===== src/rtl/wb_bus_controller.sv =====
// wb_bus_controller
// -----------------------------------------------------------------------------
// Single-master Wishbone bus controller between the CPU data port and the SoC
// slaves (RAM, LED, VGA). Each CPU request is latched in IDLE, decoded to one
// slave strobe, held in REQ until that slave acknowledges or a timeout expires,
// and completed with a single-cycle ACK or ERR pulse in DONE.
//
// Ports
//   CLK_I, RST_I            : clock (rising edge), synchronous active-high reset
//   M_STB_I/M_WE_I          : CPU request strobe / write enable
//   M_ADR_I/M_DAT_I         : CPU address / write data
//   M_DAT_O/M_ACK_O/M_ERR_O : read data, completion pulse, timeout pulse
//   RAM/LED/VGA_STB_O       : one-hot slave strobes (at most one high)
//   S_WE_O/S_ADR_O/S_DAT_O  : latched request shared by all slaves
//   RAM/LED/VGA_ACK_I       : slave acknowledges
//   RAM_DAT_I/VGA_DAT_I     : slave read data (LED is write-only)
//   ERR_CNT_O               : saturating count of timeouts since reset
//
// All outputs come straight from flops; nothing combinational reaches a port.
// -----------------------------------------------------------------------------
module wb_bus_controller #(
  parameter logic [31:0] LED_ADDR = 32'hFFFF_0000,
  parameter logic [15:0] VGA_BASE = 16'hEEEE,
  parameter logic [7:0]  TIMEOUT  = 8'd16
) (
  input  logic        CLK_I,
  input  logic        RST_I,
  input  logic        M_STB_I,
  input  logic        M_WE_I,
  input  logic [31:0] M_ADR_I,
  input  logic [31:0] M_DAT_I,
  output logic [31:0] M_DAT_O,
  output logic        M_ACK_O,
  output logic        M_ERR_O,
  output logic        RAM_STB_O,
  output logic        LED_STB_O,
  output logic        VGA_STB_O,
  output logic        S_WE_O,
  output logic [31:0] S_ADR_O,
  output logic [31:0] S_DAT_O,
  input  logic        RAM_ACK_I,
  input  logic        LED_ACK_I,
  input  logic        VGA_ACK_I,
  input  logic [31:0] RAM_DAT_I,
  input  logic [31:0] VGA_DAT_I,
  output logic [7:0]  ERR_CNT_O
);

  typedef enum logic [1:0] {
    ST_IDLE = 2'd0,
    ST_REQ  = 2'd1,
    ST_DONE = 2'd2
  } state_t;

  typedef enum logic [1:0] {
    SEL_RAM = 2'd0,
    SEL_LED = 2'd1,
    SEL_VGA = 2'd2
  } sel_t;

  // Address decode: exact LED match beats the VGA window; everything else is RAM.
  function automatic sel_t decode_sel(input logic [31:0] adr);
    sel_t sel;
    if (adr == LED_ADDR) begin
      sel = SEL_LED;
    end else if (adr[31:16] == VGA_BASE) begin
      sel = SEL_VGA;
    end else begin
      sel = SEL_RAM;
    end
    return sel;
  endfunction

  // Registered state
  state_t      state_r,   state_s;
  sel_t        sel_r,     sel_s;
  logic [7:0]  cnt_r,     cnt_s;
  logic [7:0]  err_cnt_r, err_cnt_s;
  logic [31:0] m_dat_r,   m_dat_s;
  logic        ack_r,     ack_s;
  logic        err_r,     err_s;
  logic        s_we_r,    s_we_s;
  logic [31:0] s_adr_r,   s_adr_s;
  logic [31:0] s_dat_r,   s_dat_s;
  logic        ram_stb_r, ram_stb_s;
  logic        led_stb_r, led_stb_s;
  logic        vga_stb_r, vga_stb_s;

  // Acknowledge of the currently selected slave only
  logic        sel_ack_s;

  // Selected-slave acknowledge mux; unselected ACKs never reach the FSM.
  always_comb begin
    sel_ack_s = 1'b0;
    case (sel_r)
      SEL_RAM: sel_ack_s = RAM_ACK_I;
      SEL_LED: sel_ack_s = LED_ACK_I;
      SEL_VGA: sel_ack_s = VGA_ACK_I;
      default: sel_ack_s = 1'b0;
    endcase
  end

  // Next-state and next-output logic; strobes are computed for the next cycle
  // so that they can be registered and still line up with the REQ state.
  always_comb begin
    state_s   = state_r;
    sel_s     = sel_r;
    cnt_s     = cnt_r;
    err_cnt_s = err_cnt_r;
    m_dat_s   = m_dat_r;
    s_we_s    = s_we_r;
    s_adr_s   = s_adr_r;
    s_dat_s   = s_dat_r;
    ack_s     = 1'b0;
    err_s     = 1'b0;
    ram_stb_s = 1'b0;
    led_stb_s = 1'b0;
    vga_stb_s = 1'b0;

    case (state_r)
      ST_IDLE: begin
        if (M_STB_I) begin
          s_we_s    = M_WE_I;
          s_adr_s   = M_ADR_I;
          s_dat_s   = M_DAT_I;
          sel_s     = decode_sel(M_ADR_I);
          cnt_s     = 8'd0;
          state_s   = ST_REQ;
          ram_stb_s = (decode_sel(M_ADR_I) == SEL_RAM);
          led_stb_s = (decode_sel(M_ADR_I) == SEL_LED);
          vga_stb_s = (decode_sel(M_ADR_I) == SEL_VGA);
        end else begin
          state_s = ST_IDLE;
        end
      end

      ST_REQ: begin
        // ACK is tested before the timeout so a coincident ACK wins.
        if (sel_ack_s) begin
          if (s_we_r) begin
            m_dat_s = 32'h0000_0000;
          end else if (sel_r == SEL_RAM) begin
            m_dat_s = RAM_DAT_I;
          end else if (sel_r == SEL_VGA) begin
            m_dat_s = VGA_DAT_I;
          end else begin
            m_dat_s = 32'h0000_0000;
          end
          ack_s   = 1'b1;
          state_s = ST_DONE;
        end else if (cnt_r == (TIMEOUT - 8'd1)) begin
          m_dat_s = 32'h0000_0000;
          err_s   = 1'b1;
          if (err_cnt_r != 8'hFF) begin
            err_cnt_s = err_cnt_r + 8'd1;
          end else begin
            err_cnt_s = err_cnt_r;
          end
          state_s = ST_DONE;
        end else begin
          cnt_s     = cnt_r + 8'd1;
          state_s   = ST_REQ;
          ram_stb_s = (sel_r == SEL_RAM);
          led_stb_s = (sel_r == SEL_LED);
          vga_stb_s = (sel_r == SEL_VGA);
        end
      end

      ST_DONE: begin
        state_s = ST_IDLE;
      end

      default: begin
        state_s = ST_IDLE;
      end
    endcase
  end

  // State and output registers with synchronous reset.
  always_ff @(posedge CLK_I) begin
    if (RST_I) begin
      state_r   <= ST_IDLE;
      sel_r     <= SEL_RAM;
      cnt_r     <= 8'd0;
      err_cnt_r <= 8'd0;
      m_dat_r   <= 32'h0000_0000;
      ack_r     <= 1'b0;
      err_r     <= 1'b0;
      s_we_r    <= 1'b0;
      s_adr_r   <= 32'h0000_0000;
      s_dat_r   <= 32'h0000_0000;
      ram_stb_r <= 1'b0;
      led_stb_r <= 1'b0;
      vga_stb_r <= 1'b0;
    end else begin
      state_r   <= state_s;
      sel_r     <= sel_s;
      cnt_r     <= cnt_s;
      err_cnt_r <= err_cnt_s;
      m_dat_r   <= m_dat_s;
      ack_r     <= ack_s;
      err_r     <= err_s;
      s_we_r    <= s_we_s;
      s_adr_r   <= s_adr_s;
      s_dat_r   <= s_dat_s;
      ram_stb_r <= ram_stb_s;
      led_stb_r <= led_stb_s;
      vga_stb_r <= vga_stb_s;
    end
  end

  assign M_DAT_O   = m_dat_r;
  assign M_ACK_O   = ack_r;
  assign M_ERR_O   = err_r;
  assign RAM_STB_O = ram_stb_r;
  assign LED_STB_O = led_stb_r;
  assign VGA_STB_O = vga_stb_r;
  assign S_WE_O    = s_we_r;
  assign S_ADR_O   = s_adr_r;
  assign S_DAT_O   = s_dat_r;
  assign ERR_CNT_O = err_cnt_r;

endmodule


===== config.mk =====
export PLATFORM = sky130hd
export DESIGN_NAME = wb_bus_controller
export DESIGN_NICKNAME = d
export VERILOG_FILES = /design/src/rtl/wb_bus_controller.sv
export SDC_FILE = /design/constraint.sdc
export NUM_CORES = 1
export LEC_CHECK = 0
export ABC_AREA = 0
export BUFFER_PORTS_ARGS = -buffer_cell sky130_fd_sc_hd__buf_4
export CAP_MARGIN = 0
export CELL_PAD_IN_SITES_DETAIL_PLACEMENT = 0
export CELL_PAD_IN_SITES_GLOBAL_PLACEMENT = 1
export CORE_MARGIN = 3
export CORE_UTILIZATION = 33
export CTS_BUF_LIST = sky130_fd_sc_hd__clkbuf_4 sky130_fd_sc_hd__clkbuf_8
export DETAILED_ROUTE_END_ITERATION = 12
export PLACE_DENSITY_LB_ADDON = 0.1
export SETUP_SLACK_MARGIN = 0.02
export SYNTH_ARGS = -nofsm -noshare
export SYNTH_HDL_FRONTEND = slang
export SYNTH_SLANG_ARGS = --single-unit

===== constraint.sdc =====
create_clock -name CLK_I -period 2.3 [get_ports CLK_I]
set_input_delay 0.69 -clock CLK_I [delete_from_list [all_inputs] [get_ports CLK_I]]
set_output_delay 0.69 -clock CLK_I [all_outputs]
set_load 0.05 [all_outputs]

==> run metrics <==
outcome complete, no violations; DIE AREA 16,000 um2; buffer count from post-CTS setup fixing 0; WP data arrival 2.41 ns; Root Buffer clkbuf_8; Unique masters post-synth 46; startpoint types flip-flop; TNS Setup 0 ns; kind of critical path flip-flop to flip-flop; top post-synthesis cells by area dfxtp_1 (51%), nand2_1 (11%), a21oi_1 (7.4%), mux2i_1 (7.3%), o2bb2ai_1 (5.8%); Seq/Total Area, Yosys 50.8%; most common cell in the netlist nand2_1; simple-gate share of the synthesized area 19.9%; largest family of logic cells by synthesized area simple AND/OR/NAND/NOR gates; Hold Vio Cnt, Final 0; syn_area_per_cell 8.87 um2; post-CTS sizing 0; Placed Area 6890 um2; Syn Inst Count 542; Core Area 14,000 um2; initial antenna violation count 0; crit end category flip-flop; post-route cell area 7340 um2; slowest CP cell or4_1; mux contribution to synthesized area 7.99%; Crit path largest cell delay 0.43 ns; sequence of cells on the critical path ha_1 > nand4b_1 > or4_1 > buf_4 > nor3_2 > nand3_1 > mux2_1; clock slew at reported path FFs 0.07 ns; Clock Tree Buf Depth 2; Site Rows 43; mapped cell area 4810 um2; Yosys top cell area share 50.8%; Post-Syn Nets 679; Post-Layout Cell Count 975; Max Freq 479 MHz; FF/Latch Area 2440 um2; RSZ-0062 raised after global routing no; async set-reset flop share out of synthesis 0%; max_slew headroom 65.9%; # IOs 245; Placed Cells 944; global-route wire length before repair 23,700 um; hold_buf cts 0; fin crit period 2.09 ns; Multi-input gate area 2210 um2; # clock sinks 122; total power draw 5.35 mW; router iterations before antenna repair 4; crit share post-route 90.9%; EDFF count, synth 0; # diodes 0; Ys Warns 0; synth cell count leaders nand2_1 (140), dfxtp_1 (122), a21oi_1 (71); TritonCTS clock tree done; P_leak 3.11 nW; Overflow after GRT 0; die width 127 um; DRT iter0 DRCs 136; Seq cells post-synth 122; post-route ant nets 0; Adder-Cell Fraction of Synth Area 0.521%; Slew Viols, Final 0; hpwl dp 11,000 um; WP data required 2.62 ns; Least-Margin Pin Slew 0.511 ns; Synth-to-Final Area Change 52.6%; max_cap viols 0; DR vias 4,609; xor/xnor share of the synthesized area 1.09%; gr usage total 18.4%; vias in the first global route 4,744; total CTS buffers 17; compound-cell area share of the yosys netlist 16.3%; layout cells sized above 1 38.6%; htree depth 4; Yosys top cell by area dfxtp_1; FILL cells 1,341; main flop type after synthesis dfxtp_1; die height 127 um; Routed WL per cell 15.0 um; final setup skew 0.0103 ns; largest net degree at the start of global routing 59; Initial Util 34.2%; Hold Path Class flip-flop to flip-flop; vias per cell 4.73; gpl congestion 0.852; Port Buffers 244; Power per Cell Area 730 nW/um2; nets 920; drt total wl 14,600 um; # setup viols final 0; Worst VDD drop 333 uV; crit-path max FO 9; DRC 0; Clk Latency, worst-skew pair 0.43 ns
## routing by layer
layer,vias to the layer above,routed length [um],global-route usage (%)
met4,0,137,5.99
li1,2361,-,-
met3,10,1250,8.25
met1,2084,5970,21.2
met5,-,0,0
met2,154,7280,30.6
## cell families after synthesis
kind of cell | after synthesis
flip-flops | 122
AND/OR/NAND/NOR | 210
XOR/XNOR | 6
adder cells (fa/ha/maj) | 2
multiplexers | 38
buffers and inverters | 41
AO/OA/AOI/OAI | 123
## state kept, by name, indices dropped and copies added, names as in the netlist
| signal | flops |
|---|---|
| cnt_r | 8 |
| ERR_CNT_O | 8 |
| S_WE_O | 1 |
| S_DAT_O | 32 |
| VGA_STB_O | 1 |
| M_DAT_O | 32 |
| state_r | 2 |
| M_ERR_O | 1 |
| S_ADR_O | 32 |
| M_ACK_O | 1 |
| RAM_STB_O | 1 |
| LED_STB_O | 1 |
| sel_r | 2 |
## stage by stage
stage	setup slack [ns]	hold WS, ns	utilization (%)
after floorplan	0.159	0.470	-
after global placement	0.159	0.443	49.1
after detailed placement	0.145	0.449	49.1
after CTS	0.205	0.457	52.2
after global routing	0.0615	0.472	52.2
final	0.210	0.455	52.2
## final timing paths
path / start / to / slack [ns] / depth (start not counted)
worst max-delay path: cnt_r[0]$_SDFFE_PP0P_ / ERR_CNT_O[3]$_SDFFE_PP0P_ / 0.21 / 7
worst max register to register: cnt_r[0]$_SDFFE_PP0P_ / ERR_CNT_O[3]$_SDFFE_PP0P_ / 0.21 / 7
worst min-delay path: S_ADR_O[0]$_SDFFE_PP0P_ / S_ADR_O[0]$_SDFFE_PP0P_ / 0.46 / 2
worst min register to register: S_ADR_O[0]$_SDFFE_PP0P_ / S_ADR_O[0]$_SDFFE_PP0P_ / 0.46 / 2
## final cells by class
class	instances	area share (%)
Clock buffer	23	4.14
Clock inverter	8	1.91
Inverter	2	0.102
Multi-Input combinational cell	379	30.1
Sequential cell	122	33.3
Tap cell	180	3.07
Timing Repair Buffer	261	27.4
## critical path: cells and delay by family, from the launching register on
kind	cells	cell delay (ns)
muxes	1	0.32
buffers and inverters	1	0.20
adders and majority gates	1	0.21
and+or+nand+nor	4	0.85
DFF	1	0.40
## power by group
group	switching [mW]	internal [mW]	leakage (nW)
sequential	0.0531	2.21	0.996
combinational	0.607	0.369	1.88
clock	0.806	1.31	0.232
total	1.47	3.89	3.11
## cells in the final DEF, fill, tap and decap left out, types with 3 or more instances in the layout
cell type and n:
buf_4 257, bufinv_16 4, buf_12 4, nor3_1 5, nand2_1 139, dfxtp_1 121
o2bb2ai_1 32, a21oi_1 71, nor2_1 19, nor4_1 3, xnor2_1 6, mux2i_1 35
clkbuf_8 21, nand4_1 6, clkinv_2 4, nor4_2 3, o21ai_0 6, nand3_1 12
Power figures use the tool's default switching activity.
